### src/rtl/ldpc_mem_pkg.sv
// Shared definitions for the LDPC decoder memories: clear-FSM state
// encodings and the legal read-latency range.
package ldpc_mem_pkg;

    typedef enum logic {
        ST_IDLE  = 1'b0,
        ST_CLEAR = 1'b1
    } mem_state_t;

    localparam int READ_LAT_MIN = 1;
    localparam int READ_LAT_MAX = 2;

    function automatic bit read_lat_legal(input int lat);
        return (lat >= READ_LAT_MIN) && (lat <= READ_LAT_MAX);
    endfunction

endpackage

### src/rtl/msg_ram_rd_pipe.sv
// Read-data pipeline for msg_ram: LAT-deep data/valid shift register.
// Data stages load only behind a valid, so the output holds between results.
module msg_ram_rd_pipe #(
    parameter int DATA_W = 5,
    parameter int LAT    = 1
) (
    input  logic              clk,
    input  logic              rst,
    input  logic              in_valid,
    input  logic [DATA_W-1:0] in_data,
    output logic              out_valid,
    output logic [DATA_W-1:0] out_data
);

    logic [LAT-1:0]    vld;
    logic [DATA_W-1:0] dat [LAT];

    // rst flushes every stage so no in-flight result survives a reset
    always_ff @(posedge clk or posedge rst) begin
        if (rst) begin
            vld <= '0;
            for (int i = 0; i < LAT; i++) dat[i] <= '0;
        end else begin
            vld[0] <= in_valid;
            if (in_valid) dat[0] <= in_data;
            for (int i = 1; i < LAT; i++) begin
                vld[i] <= vld[i-1];
                if (vld[i-1]) dat[i] <= dat[i-1];
            end
        end
    end

    assign out_valid = vld[LAT-1];
    assign out_data  = dat[LAT-1];

endmodule

### src/rtl/msg_ram.sv
// Simple-dual-port LDPC message RAM with built-in clear sweep.
// Define MSG_RAM_FWD_EN for write-to-read forwarding (default: read-first).
//
// state    | meaning
// ST_CLEAR | sweeping INIT_VAL into every word, user ports ignored
// ST_IDLE  | normal read/write operation
module msg_ram
    import ldpc_mem_pkg::*;
#(
    parameter int                ADDR_W   = 3,
    parameter int                DATA_W   = 5,
    parameter int                READ_LAT = 1,
    parameter logic [DATA_W-1:0] INIT_VAL = '0
) (
    input  logic              clk,
    input  logic              rst,
    input  logic              clr_req,
    input  logic              wr_en,
    input  logic [ADDR_W-1:0] wr_addr,
    input  logic [DATA_W-1:0] wr_data,
    input  logic              rd_en,
    input  logic [ADDR_W-1:0] rd_addr,
    output logic [DATA_W-1:0] rd_data,
    output logic              rd_valid,
    output logic              busy,
    output logic              clr_done
);

    localparam int                DEPTH     = 2 ** ADDR_W;
    localparam logic [ADDR_W-1:0] LAST_ADDR = ADDR_W'(DEPTH - 1);

    if (!read_lat_legal(READ_LAT)) begin : g_lat_chk
        $error("msg_ram: READ_LAT must be 1 or 2");
    end

    mem_state_t        state, state_nxt;
    logic [ADDR_W-1:0] ptr, ptr_nxt;
    logic [DATA_W-1:0] mem [DEPTH];
    logic [DATA_W-1:0] rd_word;
    logic              wr_acc, rd_acc;

    always_ff @(posedge clk or posedge rst) begin
        if (rst) begin
            state <= ST_CLEAR;
            ptr   <= '0;
        end else begin
            state <= state_nxt;
            ptr   <= ptr_nxt;
        end
    end

    always_comb begin
        state_nxt = state;
        ptr_nxt   = ptr;
        busy      = 1'b0;
        clr_done  = 1'b0;
        case (state)
            ST_CLEAR: begin
                busy = 1'b1;
                if (ptr == LAST_ADDR) begin
                    clr_done  = 1'b1;
                    state_nxt = ST_IDLE;
                    ptr_nxt   = '0;
                end else begin
                    ptr_nxt = ptr + ADDR_W'(1);
                end
            end
            ST_IDLE: begin
                if (clr_req) state_nxt = ST_CLEAR;
            end
            default: state_nxt = ST_CLEAR;
        endcase
    end

    assign wr_acc = wr_en && (state == ST_IDLE);
    assign rd_acc = rd_en && (state == ST_IDLE);

    // Array is deliberately not reset; the sweep defines its contents
    always_ff @(posedge clk) begin
        if (state == ST_CLEAR)
            mem[ptr] <= INIT_VAL;
        else if (wr_acc)
            mem[wr_addr] <= wr_data;
    end

    always_comb begin
        rd_word = mem[rd_addr];
`ifdef MSG_RAM_FWD_EN
        if (wr_acc && (wr_addr == rd_addr)) rd_word = wr_data;
`endif
    end

    msg_ram_rd_pipe #(
        .DATA_W (DATA_W),
        .LAT    (READ_LAT)
    ) u_rd_pipe (
        .clk       (clk),
        .rst       (rst),
        .in_valid  (rd_acc),
        .in_data   (rd_word),
        .out_valid (rd_valid),
        .out_data  (rd_data)
    );

endmodule

### config.mk
export PLATFORM = sky130hd
export DESIGN_NAME = msg_ram
export DESIGN_NICKNAME = d
export VERILOG_FILES = /design/src/rtl/ldpc_mem_pkg.sv /design/src/rtl/msg_ram_rd_pipe.sv /design/src/rtl/msg_ram.sv
export SDC_FILE = /design/constraint.sdc
export NUM_CORES = 1
export LEC_CHECK = 0
export ABC_AREA = 1
export CORE_UTILIZATION = 60
export DETAILED_ROUTE_END_ITERATION = 12
export PLACE_DENSITY_LB_ADDON = 0.2
export REMOVE_ABC_BUFFERS = 1
export SETUP_SLACK_MARGIN = 0.4
export SYNTH_ARGS = -nofsm -noshare
export SYNTH_HDL_FRONTEND = slang
export SYNTH_SLANG_ARGS = --single-unit
### constraint.sdc
create_clock -name clk -period 2.6 [get_ports clk]
set_input_delay 0.39 -clock clk [delete_from_list [all_inputs] [get_ports clk]]
set_output_delay 0.39 -clock clk [all_outputs]
set_load 0.02 [all_outputs]
* Yosys cells after proc, flatten, opt, wreduce, memory -nomap -nowiden
Memories as Yosys holds them, arrays and structs flattened. A register that Yosys moved wholly into a read port is not among the register bits. Index checks and enable logic that the tools add are counted.
Word-level totals: bits in registers 5, RAM bits 40, bits of input ports 16, output and inout port bits 8, word-level logic and storage cells 24, memories kept 1
Memories:
- mem | depth 8, bits a word 5, rd ports 1, clocked after memory_dff 1, wr ports 1, line msg_ram.sv:38 | logic [DATA_W-1:0] mem [DEPTH];
Cells by class: add/sub/neg operators 1, equality and inequality tests 1, multiplexer cells 14, bitwise logic cells 1, reductions and logical operators 3
Operators by type and width (count):
- $mux 1 | 10
- $mux 3 | 2
- $mux 5 | 1
- $reduce_or 5->1 | 1
- $add 3x1->3 const B | 1
- $eq 3x3->1 const B | 1
- $logic_and 1x1->1 | 2
- $pmux 1 s2 | 1
- $not 1->1 | 1

* Depth between registers and ports, before layout
word-level depth 7, depth in mapped cells 9, mapped depth without buffers 7

* Modules after synthesis
A second synthesis with hierarchy kept.
Second synthesis, totals: cells, all modules 261, area total of the unflattened synthesis 2346.0 sq um
By module, submodules not included:
- msg_ram | instances 1, cells each 238, area an instance 2132.0 sq um, seq. area each 1302.5 sq um
- msg_ram_rd_pipe | instances 1, cells each 23, area an instance 214.0 sq um, seq. area each 150.1 sq um

* Worst setup path after synthesis
OpenSTA, ideal clock, no wires.
path kind reg2reg, start register state, end memory mem[1][0], enable pin, library setup time 340 ps, data arrival time 1416 ps, data required time 2260 ps, slack 845 ps, stages on the path, launching flop included 9, buffers on the path 2, clock period less this slack 1755 ps, cell sequence dfstp_2 -> buf_6 -> inv_8 -> nand2_8 -> buf_12 -> nand2_4 -> o21ai_2 -> nand2_1 -> nor2_1
On the way: word-level cells in the longest chain between the ends 7, elaborated cells between the ends (all ways) 10, those cells by class mux (7); bitwise (1); reduce/logical (2)
Ends and longest elaborated chain:
- start, declared | line msg_ram.sv:36 | mem_state_t state, state_nxt;
- start signal, assigned | line msg_ram.sv:47 | state <= state_nxt;
- $not 1->1 | line msg_ram.sv:75 | assign wr_acc = wr_en && (state == ST_IDLE);
- $logic_and 1x1->1 | line msg_ram.sv:75
- $mux 1 | line msg_ram.sv:82 | else if (wr_acc)
- $mux 1 | line msg_ram.sv:80 | if (state == ST_CLEAR)
- $mux 1 (implied by the code) | line msg_ram.sv:83 | mem[wr_addr] <= wr_data;
- $reduce_or 5->1 (no line)
- $mux 3 (no line) or $mux 1 (tied branches)
- end, declared | line msg_ram.sv:38
Several ways; a longest one is shown, not always the timed one.

* Final worst setup path
start register state, end output port busy
On the way: word-level cells in the longest chain between the ends 1
Ends and longest elaborated chain:
- $mux 1 | line msg_ram.sv:57 | case (state)
- end, declared | line msg_ram.sv:25 | output logic busy,
Every way passes these cells.

==> impl_metrics.csv <==
group,metric,value,unit
detailed_routing,wl_per_cell,13.1,µm
cts,clk-insertion-delay-late,0.31,ns
cts,hold_buffers,0,
setup_path,path_cells,"clkdlybuf4s50_1",
die,die_y,63.9,µm
global_routing,grt_pass1_vias,1501,
timing,skew,0.00830,ns
run,drv_cap,0,
setup_path,critPathArrivalTime,1.64,ns
timing,fin_crit_sh,77.9,%
final_layout,syn_to_final_growth,14.4,%
timing,setup_viol,0,
setup_path,worstReg2RegStart,"state$_DFF_PP1_",
power,p_per_area,1010,nW/µm²
logic_synthesis,yosys-top-cells-area,"edfxtp_1 (52%), nand2_1 (11%), dfrtp_1 (9.8%)",
die,die_area,4090,µm²
logic_synthesis,ys_seq_elements,50,
setup_path,r2r_slack,0.76,ns
logic_synthesis,yosys.area.top_type_share,52.2,%
timing,worst_pin_slew,0.610,ns
die,die_w,63.9,µm
setup_path,critPathLaunchType,"flop",
status,status,"completed",
detailed_routing,wl,4.02,mm
cts,clock_sinks,50,
logic_synthesis,synth_top_cell_by_area,"edfxtp_1",
timing,clock.fmax,494,MHz
detailed_routing,vias_per_cell,4.95,
detailed_routing,vias,1520,
power,p_leak,1.22,nW
logic_synthesis,yosys_warnings,0,
logic_synthesis,synth.distinct_cells,22,
placement,port_buffers,23,
logic_synthesis,ys.flop_type,"edfxtp_1",
setup_path,crit_path_end_kind,"output port",
die,floorplan.initialDensity,62.9,%
global_routing,grt_pass1_wl,6.95,mm
timing,max_slew_margin,59.2,%
timing,slew_violations,0,
setup_path,startpoint,"state$_DFF_PP1_",
cts,clockBufferDepth,2,
timing,rsz0062_at_grt,"false",
setup_path,criticalPathCategory,"flop to output port",
global_routing,grt_max_degree,21,
hold_path,worst_hold_path_type,"input pin to async pin",
detailed_routing,drt_pass1_iterations,4,
logic_synthesis,synth_cells,234,
final_layout,final_cells,307,
cts,cts_root_buf,"clkbuf_8",
setup_path,cp_data_required_time,2.21,ns
logic_synthesis,synth_edf_count,40,
global_routing,groute.usage.overall,23.2,%
logic_synthesis,yosysMostFrequentCell,"nand2_1",
logic_synthesis,avgSynthCellArea,9.83,µm²
final_layout,drive_gt1_share,8.11,%
setup_path,path_max_fanout,10,
die,ioPinCount,24,
detailed_routing,drtIter0Drc,143,
timing,min_period,2.03,ns
logic_synthesis,syn_area,2300,µm²
cts,cts_buffers,5,
timing,hold_viol,0,
setup_path,crit_family,"flip-flops",
final_layout,antenna_cells,0,
logic_synthesis,synth-seq-area-share,63.1,%
global_routing,overflow,0,
logic_synthesis,async_flop_share,20.0,%
placement,hpwl,2.97,mm
setup_path,slowest_stage,"dfstp_2",
logic_synthesis,synth_common_cells,"nand2_1 (70), inv_1 (43), edfxtp_1 (40), nand3_1 (30), nor2_1 (15)",
die,row_count,22,
detailed_routing,drc,0,
placement,dp.cells,299,
final_layout,fin_nets,276,
die,core_area,3660,µm²
cts,path_clk_slew,0.09,ns
cts,htree_levels,2,
power,irDropWorstVdd,0.598,mV
setup_path,cp_num_buf_inv,1,
timing,setup_tns,0,ns
cts,cts_tree,"built",
global_routing,antenna_found_initial,0,
setup_path,cp_slowest_stage_delay,0.68,ns
placement,gp_congestion,0.752,
detailed_routing,ant_nets,0,
## sequential cells by signal, summed over array words and instances, names as in the netlist
| register | cells |
|---|---|
| state | 1 |
| u_rd_pipe.out_data | 5 |
| ptr | 3 |
| u_rd_pipe.out_valid | 1 |
| mem | 40 |
## placed cells by master, fill, tap and decap left out, drive strengths merged
cell type,instances
dfrtp,9
buf,1
nor2,15
nand3,30
clkinv,2
o21ai,6
o211ai,1
clkdlybuf4s50,22
dlymetal6s2s,1
ha,2
edfxtp,40
dfstp,1
nand2,75
or2,1
clkbuf,6
inv,47
## worst register-to-register path: cells and delay by family, from the launching register on
family | cells | cell delay (ns)
buf+inv | 1 | 0.07
compound gates | 1 | 0.08
flops | 1 | 0.68
simple gates | 4 | 0.66
## cell families (layout without fill, tap and decap cells)
logic type	Yosys count	in the layout	share of synthesized area (%)
and+or+nand+nor	121	121	23.1
buffers and inverters	54	79	10.4
DFF	50	50	63.1
AOI/OAI and AO/OA	7	7	2.34
adders and majority gates	2	2	1.09
## layout make-up
class	instances	area [µm²]
inverters	47	184
repair buffers	24	240
flip-flops and latches	50	1450
clock inverters	2	12.5
multi-input cells	130	609
fillers	261	1030
well taps	48	60.1
clock buffers	6	72.6
## metrics by stage
step | power [mW] | cell area [µm²] | setup slack, ns | util, % | hold slack [ns]
final | 2.65 | 2630 | 0.574 | 71.9 | 0.369
after floorplan | 1.93 | 2250 | 0.937 | - | 0.229
after global placement | 2.20 | 2540 | 0.515 | 69.5 | 0.462
after global routing | 2.84 | 2630 | 0.521 | 71.9 | 0.423
after detailed placement | 2.23 | 2540 | 0.434 | 69.5 | 0.467
after CTS | 2.66 | 2630 | 0.468 | 71.8 | 0.390
## worst paths after layout
kind,cells after the start,end
worst max register to register,6,mem[1][4]$_DFFE_PP_
worst min register to register,2,u_rd_pipe.out_data[2]$_DFFE_PP0P_
min in group clk,2,u_rd_pipe.out_data[2]$_DFFE_PP0P_
worst min-delay path,2,u_rd_pipe.out_data[3]$_DFFE_PP0P_
max in group asynchronous,2,state$_DFF_PP1_
worst max-delay path,1,busy
## power breakdown
part	internal (mW)	switching, mW
Clock	0.191	0.256
Sequential	1.21	0.108
Combinational	0.314	0.572
## layer usage
metal  GRT usage (%)  up-vias  share of wire, %
met4            8.24        0               1.8
met1            32.5      680                45
met3            4.82        9               6.6
li1                -      780                 -
met5               0        -                 0
met2            36.2       51                47
## what timing repair did
item	4_1_cts	5_1_grt
endpoints found under the hold margin	0	0
resized for setup	0	1
buffers inserted	0	0
setup endpoints to repair	0	1
(Power assumes the default switching activity.)
